===== src/rtl/conv_sa_wx_fifo_writer_pkg.sv =====
// Shared types and geometry for the wx FIFO writer.
// Geometry and tags come from the global defines when present.
`ifndef M
`define M 2
`endif
`ifndef P
`define P 2
`endif
`ifndef SA_TAG_DW
`define SA_TAG_DW 2
`endif
`ifndef SA_TAG_MID
`define SA_TAG_MID 1
`endif
`ifndef SA_TAG_END
`define SA_TAG_END 2
`endif

package conv_sa_wx_fifo_writer_pkg;

  localparam int M = `M;
  localparam int P = `P;
  localparam int SA_TAG_DW = `SA_TAG_DW;
  localparam logic [SA_TAG_DW-1:0] TAG_MID = `SA_TAG_MID;
  localparam logic [SA_TAG_DW-1:0] TAG_END = `SA_TAG_END;

  localparam int W_DW  = M * 32;
  localparam int X_DW  = P * 16;
  localparam int PL_DW = W_DW + X_DW;
  localparam int WX_DW = SA_TAG_DW + PL_DW;

  typedef enum logic [1:0] {
    IDLE,
    SEND,
    PAD,
    DONE
  } state_e;

  // 17 bits so lengths near 0xFFFF round up to 0x10000
  function automatic logic [16:0] calc_pad_len(
    input logic [15:0] len
  );
    logic [16:0] r;
    r = ({1'b0, len} + 17'd3) & ~17'd3;
    if (len == 16'd0) r = 17'd4;
    return r;
  endfunction

endpackage


===== src/rtl/conv_sa_wx_fifo_writer_if.sv =====
// Command, weight, activation and wx FIFO signals of the writer.
interface conv_sa_wx_fifo_writer_if;
  import conv_sa_wx_fifo_writer_pkg::*;

  logic             cmd_valid;
  logic             cmd_ready;
  logic [15:0]      cmd_ent_len;
  logic [15:0]      cmd_n_vec;
  logic             w_valid;
  logic             w_ready;
  logic [W_DW-1:0]  w_data;
  logic             x_valid;
  logic             x_ready;
  logic [X_DW-1:0]  x_data;
  logic             wx_fifo_wr_en;
  logic [WX_DW-1:0] wx_fifo_din;
  logic             wx_fifo_prog_full;
  logic             busy;
  logic             done;

  modport master (
    output cmd_valid, cmd_ent_len, cmd_n_vec,
    output w_valid, w_data, x_valid, x_data,
    output wx_fifo_prog_full,
    input  cmd_ready, w_ready, x_ready,
    input  wx_fifo_wr_en, wx_fifo_din,
    input  busy, done
  );

  modport slave (
    input  cmd_valid, cmd_ent_len, cmd_n_vec,
    input  w_valid, w_data, x_valid, x_data,
    input  wx_fifo_prog_full,
    output cmd_ready, w_ready, x_ready,
    output wx_fifo_wr_en, wx_fifo_din,
    output busy, done
  );

endinterface


===== src/rtl/conv_sa_wx_tagger.sv =====
// Picks data vs zero payload and the systolic-array tag
// for the word at the current entry position.
module conv_sa_wx_tagger
  import conv_sa_wx_fifo_writer_pkg::*;
(
  input  logic [16:0]          ent_cnt_i,
  input  logic [16:0]          pad_len_i,
  input  logic                 pad_i,
  output logic                 sel_data_o,
  output logic [SA_TAG_DW-1:0] tag_o
);

  logic is_end;

  assign is_end     = (ent_cnt_i + 17'd1) == pad_len_i;
  assign sel_data_o = !pad_i;
  assign tag_o      = is_end ? TAG_END : TAG_MID;

endmodule


===== src/rtl/conv_sa_wx_fifo_writer.sv =====
// Joins weight and activation entries into tagged wx words,
// zero-padding each vector to a multiple of 4 entries.
module conv_sa_wx_fifo_writer
  import conv_sa_wx_fifo_writer_pkg::*;
(
  input  logic                     clk,
  input  logic                     rst,
  conv_sa_wx_fifo_writer_if.slave  bus
);

  state_e           state_q;
  logic [15:0]      ent_len_q;
  logic [15:0]      n_vec_q;
  logic [15:0]      vec_cnt_q;
  logic [16:0]      pad_len_q;
  logic [16:0]      ent_cnt_q;
  logic             wr_en_q;
  logic [WX_DW-1:0] din_q;

  logic                 pf;
  logic                 fire;
  logic                 in_pad;
  logic                 sel_data;
  logic [SA_TAG_DW-1:0] tag;
  logic [PL_DW-1:0]     payload;
  logic [WX_DW-1:0]     word;
  logic [16:0]          cnt_inc;
  logic [15:0]          vec_inc;
  logic                 data_last;
  logic                 pad_last;
  state_e               vec_nxt;

  assign pf     = bus.wx_fifo_prog_full;
  assign in_pad = state_q == PAD;

  // rst gating keeps every handshake low while reset is held
  assign bus.cmd_ready = state_q == IDLE && !rst;
  assign bus.w_ready   = state_q == SEND && bus.x_valid
                         && !pf && !rst;
  assign bus.x_ready   = state_q == SEND && bus.w_valid
                         && !pf && !rst;
  assign fire = bus.w_ready && bus.w_valid;

  conv_sa_wx_tagger u_tagger (
    .ent_cnt_i  (ent_cnt_q),
    .pad_len_i  (pad_len_q),
    .pad_i      (in_pad),
    .sel_data_o (sel_data),
    .tag_o      (tag)
  );

  assign payload = sel_data ? {bus.w_data, bus.x_data}
                            : '0;
  assign word    = {tag, payload};

  assign cnt_inc   = ent_cnt_q + 17'd1;
  assign vec_inc   = vec_cnt_q + 16'd1;
  assign data_last = cnt_inc == {1'b0, ent_len_q};
  assign pad_last  = cnt_inc == pad_len_q;
  assign vec_nxt   = (vec_inc == n_vec_q) ? DONE
                   : (ent_len_q == 16'd0) ? PAD
                   : SEND;

  always_ff @(posedge clk) begin
    if (rst) begin
      state_q   <= IDLE;
      ent_len_q <= '0;
      n_vec_q   <= '0;
      vec_cnt_q <= '0;
      pad_len_q <= '0;
      ent_cnt_q <= '0;
      wr_en_q   <= 1'b0;
      din_q     <= '0;
    end else begin
      wr_en_q <= 1'b0;
      unique case (state_q)
        IDLE: begin
          if (bus.cmd_valid) begin
            ent_len_q <= bus.cmd_ent_len;
            n_vec_q   <= bus.cmd_n_vec;
            pad_len_q <= calc_pad_len(bus.cmd_ent_len);
            ent_cnt_q <= '0;
            vec_cnt_q <= '0;
            if (bus.cmd_n_vec == 16'd0)
              state_q <= DONE;
            else if (bus.cmd_ent_len == 16'd0)
              state_q <= PAD;
            else
              state_q <= SEND;
          end
        end
        SEND: begin
          if (fire) begin
            wr_en_q <= 1'b1;
            din_q   <= word;
            if (data_last && pad_last) begin
              ent_cnt_q <= '0;
              vec_cnt_q <= vec_inc;
              state_q   <= vec_nxt;
            end else begin
              ent_cnt_q <= cnt_inc;
              if (data_last) state_q <= PAD;
            end
          end
        end
        PAD: begin
          if (!pf) begin
            wr_en_q <= 1'b1;
            din_q   <= word;
            if (pad_last) begin
              ent_cnt_q <= '0;
              vec_cnt_q <= vec_inc;
              state_q   <= vec_nxt;
            end else begin
              ent_cnt_q <= cnt_inc;
            end
          end
        end
        DONE: state_q <= IDLE;
      endcase
    end
  end

  assign bus.wx_fifo_wr_en = wr_en_q;
  assign bus.wx_fifo_din   = din_q;
  assign bus.busy          = state_q != IDLE;
  assign bus.done          = state_q == DONE;

endmodule


===== src/flat_wrapper.sv =====
// flat-port wrapper written by rule: the top's interface ports become plain ports
module conv_sa_wx_fifo_writer_flat import conv_sa_wx_fifo_writer_pkg::*;
  (clk, rst, bus_cmd_valid, bus_cmd_ent_len, bus_cmd_n_vec, bus_w_valid, bus_w_data, bus_x_valid, bus_x_data, bus_wx_fifo_prog_full, bus_cmd_ready, bus_w_ready, bus_x_ready, bus_wx_fifo_wr_en, bus_wx_fifo_din, bus_busy, bus_done);
  conv_sa_wx_fifo_writer_if bus_i ();
  input  logic clk;
  input  logic rst;
  input wire logic [$bits(bus_i.cmd_valid)-1:0] bus_cmd_valid;
  input wire logic [$bits(bus_i.cmd_ent_len)-1:0] bus_cmd_ent_len;
  input wire logic [$bits(bus_i.cmd_n_vec)-1:0] bus_cmd_n_vec;
  input wire logic [$bits(bus_i.w_valid)-1:0] bus_w_valid;
  input wire logic [$bits(bus_i.w_data)-1:0] bus_w_data;
  input wire logic [$bits(bus_i.x_valid)-1:0] bus_x_valid;
  input wire logic [$bits(bus_i.x_data)-1:0] bus_x_data;
  input wire logic [$bits(bus_i.wx_fifo_prog_full)-1:0] bus_wx_fifo_prog_full;
  output wire logic [$bits(bus_i.cmd_ready)-1:0] bus_cmd_ready;
  output wire logic [$bits(bus_i.w_ready)-1:0] bus_w_ready;
  output wire logic [$bits(bus_i.x_ready)-1:0] bus_x_ready;
  output wire logic [$bits(bus_i.wx_fifo_wr_en)-1:0] bus_wx_fifo_wr_en;
  output wire logic [$bits(bus_i.wx_fifo_din)-1:0] bus_wx_fifo_din;
  output wire logic [$bits(bus_i.busy)-1:0] bus_busy;
  output wire logic [$bits(bus_i.done)-1:0] bus_done;
  assign bus_i.cmd_valid = bus_cmd_valid;
  assign bus_i.cmd_ent_len = bus_cmd_ent_len;
  assign bus_i.cmd_n_vec = bus_cmd_n_vec;
  assign bus_i.w_valid = bus_w_valid;
  assign bus_i.w_data = bus_w_data;
  assign bus_i.x_valid = bus_x_valid;
  assign bus_i.x_data = bus_x_data;
  assign bus_i.wx_fifo_prog_full = bus_wx_fifo_prog_full;
  assign bus_cmd_ready = bus_i.cmd_ready;
  assign bus_w_ready = bus_i.w_ready;
  assign bus_x_ready = bus_i.x_ready;
  assign bus_wx_fifo_wr_en = bus_i.wx_fifo_wr_en;
  assign bus_wx_fifo_din = bus_i.wx_fifo_din;
  assign bus_busy = bus_i.busy;
  assign bus_done = bus_i.done;
  conv_sa_wx_fifo_writer u_core (.clk(clk), .rst(rst), .bus(bus_i));
endmodule

===== config.mk =====
export PLATFORM = sky130hd
export DESIGN_NAME = conv_sa_wx_fifo_writer_flat
export DESIGN_NICKNAME = d
export VERILOG_FILES = /design/src/rtl/conv_sa_wx_fifo_writer_pkg.sv /design/src/rtl/conv_sa_wx_fifo_writer_if.sv /design/src/rtl/conv_sa_wx_tagger.sv /design/src/rtl/conv_sa_wx_fifo_writer.sv /design/src/flat_wrapper.sv
export SDC_FILE = /design/constraint.sdc
export NUM_CORES = 1
export LEC_CHECK = 0
export CAP_MARGIN = 15
export CORE_MARGIN = 8
export CORE_UTILIZATION = 45
export CTS_CLUSTER_SIZE = 30
export DETAILED_ROUTE_END_ITERATION = 10
export GPL_TIMING_DRIVEN = 0
export PLACE_DENSITY_LB_ADDON = 0.12
export RECOVER_POWER = 50
export SYNTH_ARGS = -nofsm -noshare
export SYNTH_HDL_FRONTEND = slang
export SYNTH_HIERARCHICAL = 1
export SYNTH_SLANG_ARGS = --single-unit

===== constraint.sdc =====
create_clock -name clk -period 3.4 [get_ports clk]
set_clock_uncertainty 0.05 [all_clocks]
set_input_delay 0.51 -clock clk [delete_from_list [all_inputs] [get_ports clk]]
set_output_delay 0.51 -clock clk [all_outputs]
set_load 0.02 [all_outputs]

==> metrics <==
CP top delay family=simple AND/OR/NAND/NOR gates; Post-synth ARST share=0%; Post-route DRC=0; Core Rows=53; residual overflow from global routing=0; min Tclk post-route=3300 ps; Netlist Area Pre-Place=9500 sq um; IO Count=238; VDD IR max=0.412 mV; CP max stage cell=or3_4; synthesized flop and latch total=181; wire per inst=19.0 microns; Worst-Margin Slew=996 ps; Bufs on Longest Clock Path=2; IO Port Bufs=236; Iteration-0 DRC Markers=773; final hold violation count=0; placed cells=1730; MaxCap Viol Count=0; Final Cell Area=13200 sq um; GP Congestion=0.943; WP data required=3680 ps; initial antenna violation count=1; DR vias/cell=5.65; Total Die Area=26000 sq um; Seq/Total Area, Yosys=38.1%; fin cells=1779; clock latency on the worst-skew pair=440 ps; Pleak=4.98 nW; P_sw=4.08 mW; Avg Inst Size Synth=7.80 sq um; vias in the first global route=9574; Worst-path clk slew=70 ps; class of the worst hold path=flop to flop; slowest stage delay, CP=410 ps; DR pass1 iterations=5; Core ar.=20900 sq um; combinational share of power=47.4%; final setup vio count=0; YS warnings=6; fin crit share=97.0%; Reg2Reg Depth=12; Rel. slew slack=33.6%; switching share of power=43.6%; EDFF count, synth=0; largest net degree at the start of global routing=20; Root Driver=clkbuf_16; Top cell by count, worst path=buf_4; antenna-violating nets left=0; Bufs and invs on worst path=3; Critical Path AT=3580 ps; Top FF cell, synth=dfxtp_1; post-synth cell types=82; pre-CTS setup slack=-506 ps; Critical Path End Type=flop; cells along the critical path=buf_6 > nand4_1 > buf_4 > or2_0 > or3_4 > a2111oi_4 > and4bb_2 > nand4b_1 > o21a_2 > buf_4 > a211o_1 > a32o_1; Crit. path cell count=12; TNS Setup=0 ps; H-Tree Depth=4; Worst setup SP type=flop; Area Growth Syn to Fin=38.8%; Global Route Usage Sum=25.2%; routed wire length=33.8 mm; CP Max Fanout=9; Gate Count Post-Synth=1218; fraction of layout cells with a size suffix above 1=8.58%; CP Class=flop to flop; leading cell type in the layout, fill and taps excluded=nand2_1; dpl cell area=12200 sq um; Power Density=710 nW/um^2; max frequency=303 MHz; commonest non-fill, non-tap cells in the layout=nand2_1 (214), dfxtp_1 (166), a21oi_1 (153); post-DP HPWL=25.9 mm; status=complete, no violations; hold path cells=2; Die Ht=161 microns; Starting Density=45.5%; Internal=5.28 mW; global-route wire length before repair=52.6 mm; CTS Buf Count=17; Sink Count=181; TritonCTS clock tree=built; total number of vias=10052; Worst Slack Setup Final=104 ps; Seq pwr share=31.3%; NumNets Final=1631; clock power share=21.3%; Die X=161 microns; Finished Core Util=63.1%; Slew Viols, Final=0
## through the flow
step                      total power, mW  hold WS [ps]
final                                9.36           397
after global routing                 9.95           413
after CTS                            9.45           402
after detailed placement             7.41           393
after global placement               7.35           387
after floorplan                      5.59           395
## layout make-up
cell class                      count  area [sq um]
Sequential cell                   181          3660
Antenna cell                        1          2.50
Tap cell                          275           344
Fill cell                        1935          7700
Buffer                             89           399
Multi-Input combinational cell    922          5570
Clock buffer                       18           439
Inverter                           20          75.1
Clock inverter                     14           163
Timing Repair Buffer              259          2530
## cells in the mapped netlist (5+ instances only)
| cell type | number | area [sq um] |
|---|---|---|
| nand2_1 | 215 | 807 |
| dfxtp_1 | 181 | 3620 |
| a21oi_1 | 153 | 766 |
| nand3_1 | 128 | 641 |
| clkbuf_1 | 75 | 282 |
| xnor2_1 | 50 | 438 |
| nor2_1 | 46 | 173 |
| xor2_1 | 30 | 263 |
| nor3_1 | 25 | 125 |
| o21ai_0 | 21 | 105 |
| inv_1 | 20 | 75.1 |
| nor4_1 | 19 | 119 |
| a22oi_1 | 18 | 135 |
| nand4_1 | 17 | 106 |
| and3_1 | 15 | 93.8 |
| nor2b_1 | 12 | 75.1 |
| buf_2 | 11 | 55.1 |
| a211o_1 | 10 | 87.6 |
| nand2b_1 | 10 | 62.6 |
| a32o_1 | 9 | 90.1 |
| o311ai_0 | 9 | 78.8 |
| and4_1 | 8 | 70.1 |
| or3_1 | 8 | 50.1 |
| a211oi_1 | 7 | 52.6 |
| ha_1 | 7 | 87.6 |
| o211ai_1 | 7 | 52.6 |
| and2_1 | 5 | 31.3 |
| buf_1 | 5 | 18.8 |
| o2111ai_1 | 5 | 43.8 |
## timing repair
action                     in CTS  in global routing
gates resized for setup        35                 50
setup endpoints to repair      35                 54
hold buffers                    0                  0
cloned                          0                  1
pin swaps                       8                 14
setup buffers                  11                 11
## routing by layer
metal	GRT usage (%)	vias up	share of wire [%]
met4	13.1	0	4.3
li1	-	4903	-
met2	42.0	320	49
met3	4.33	80	5.0
met5	0	-	0
met1	30.8	4749	42
## sequential cells by signal, summed over array words and instances (netlist names)
register and count:
u_core/bus.wx_fifo_din 98, u_core/ent_cnt_q 17, u_core/ent_len_q 16, u_core/n_vec_q 16, u_core/vec_cnt_q 16, u_core/pad_len_q 15, u_core/state_q 2, u_core/bus.wx_fifo_wr_en 1
## cell families after synthesis
| kind of cell | Yosys count | share of synthesized area (%) |
|---|---|---|
| fa+ha+maj | 7 | 0.922 |
| simple gates | 542 | 28.1 |
| buf+inv | 116 | 4.94 |
| other cells | 1 | 0.0395 |
| compound gates | 283 | 19.1 |
| xor+xnor | 84 | 8.32 |
| mux | 4 | 0.421 |
| flops | 181 | 38.1 |
## worst reg2reg max path, cell delays in order (launching register included)
cell and delay (ps):
dfxtp_2 360, buf_6 130, nand4_1 100, buf_4 180, or2_0 240, or3_4 410, a2111oi_4 350, and4bb_2 310
nand4b_1 210, o21a_2 220, buf_4 170, a211o_1 220, a32o_1 250
## power by group through the flow
| stage | clock, mW | sequential (mW) | combinational [mW] |
|---|---|---|---|
| finish | 2.00 | 2.93 | 4.44 |
| global route | 2.13 | 2.99 | 4.83 |
| CTS | 2.03 | 2.95 | 4.48 |
| detailed placement | 0 | 2.99 | 4.42 |
| global placement | 0 | 2.98 | 4.38 |
| floorplan | 0 | 3.38 | 2.21 |
## path summary, 6_finish.rpt
check	startpoint	endpoint	slack (ps)
max reg2reg	u_core/ent_cnt_q[5]$_SDFFE_PP0P_	u_core/vec_cnt_q[8]$_SDFFE_PP0P_	100
min reg2reg	u_core/bus.wx_fifo_din[86]$_SDFFE_PP0P_	u_core/bus.wx_fifo_din[86]$_SDFFE_PP0P_	400
max	u_core/ent_cnt_q[5]$_SDFFE_PP0P_	u_core/vec_cnt_q[8]$_SDFFE_PP0P_	100
min	u_core/bus.wx_fifo_din[86]$_SDFFE_PP0P_	u_core/bus.wx_fifo_din[86]$_SDFFE_PP0P_	400
No activity file was read; power rests on OpenSTA's default activity.
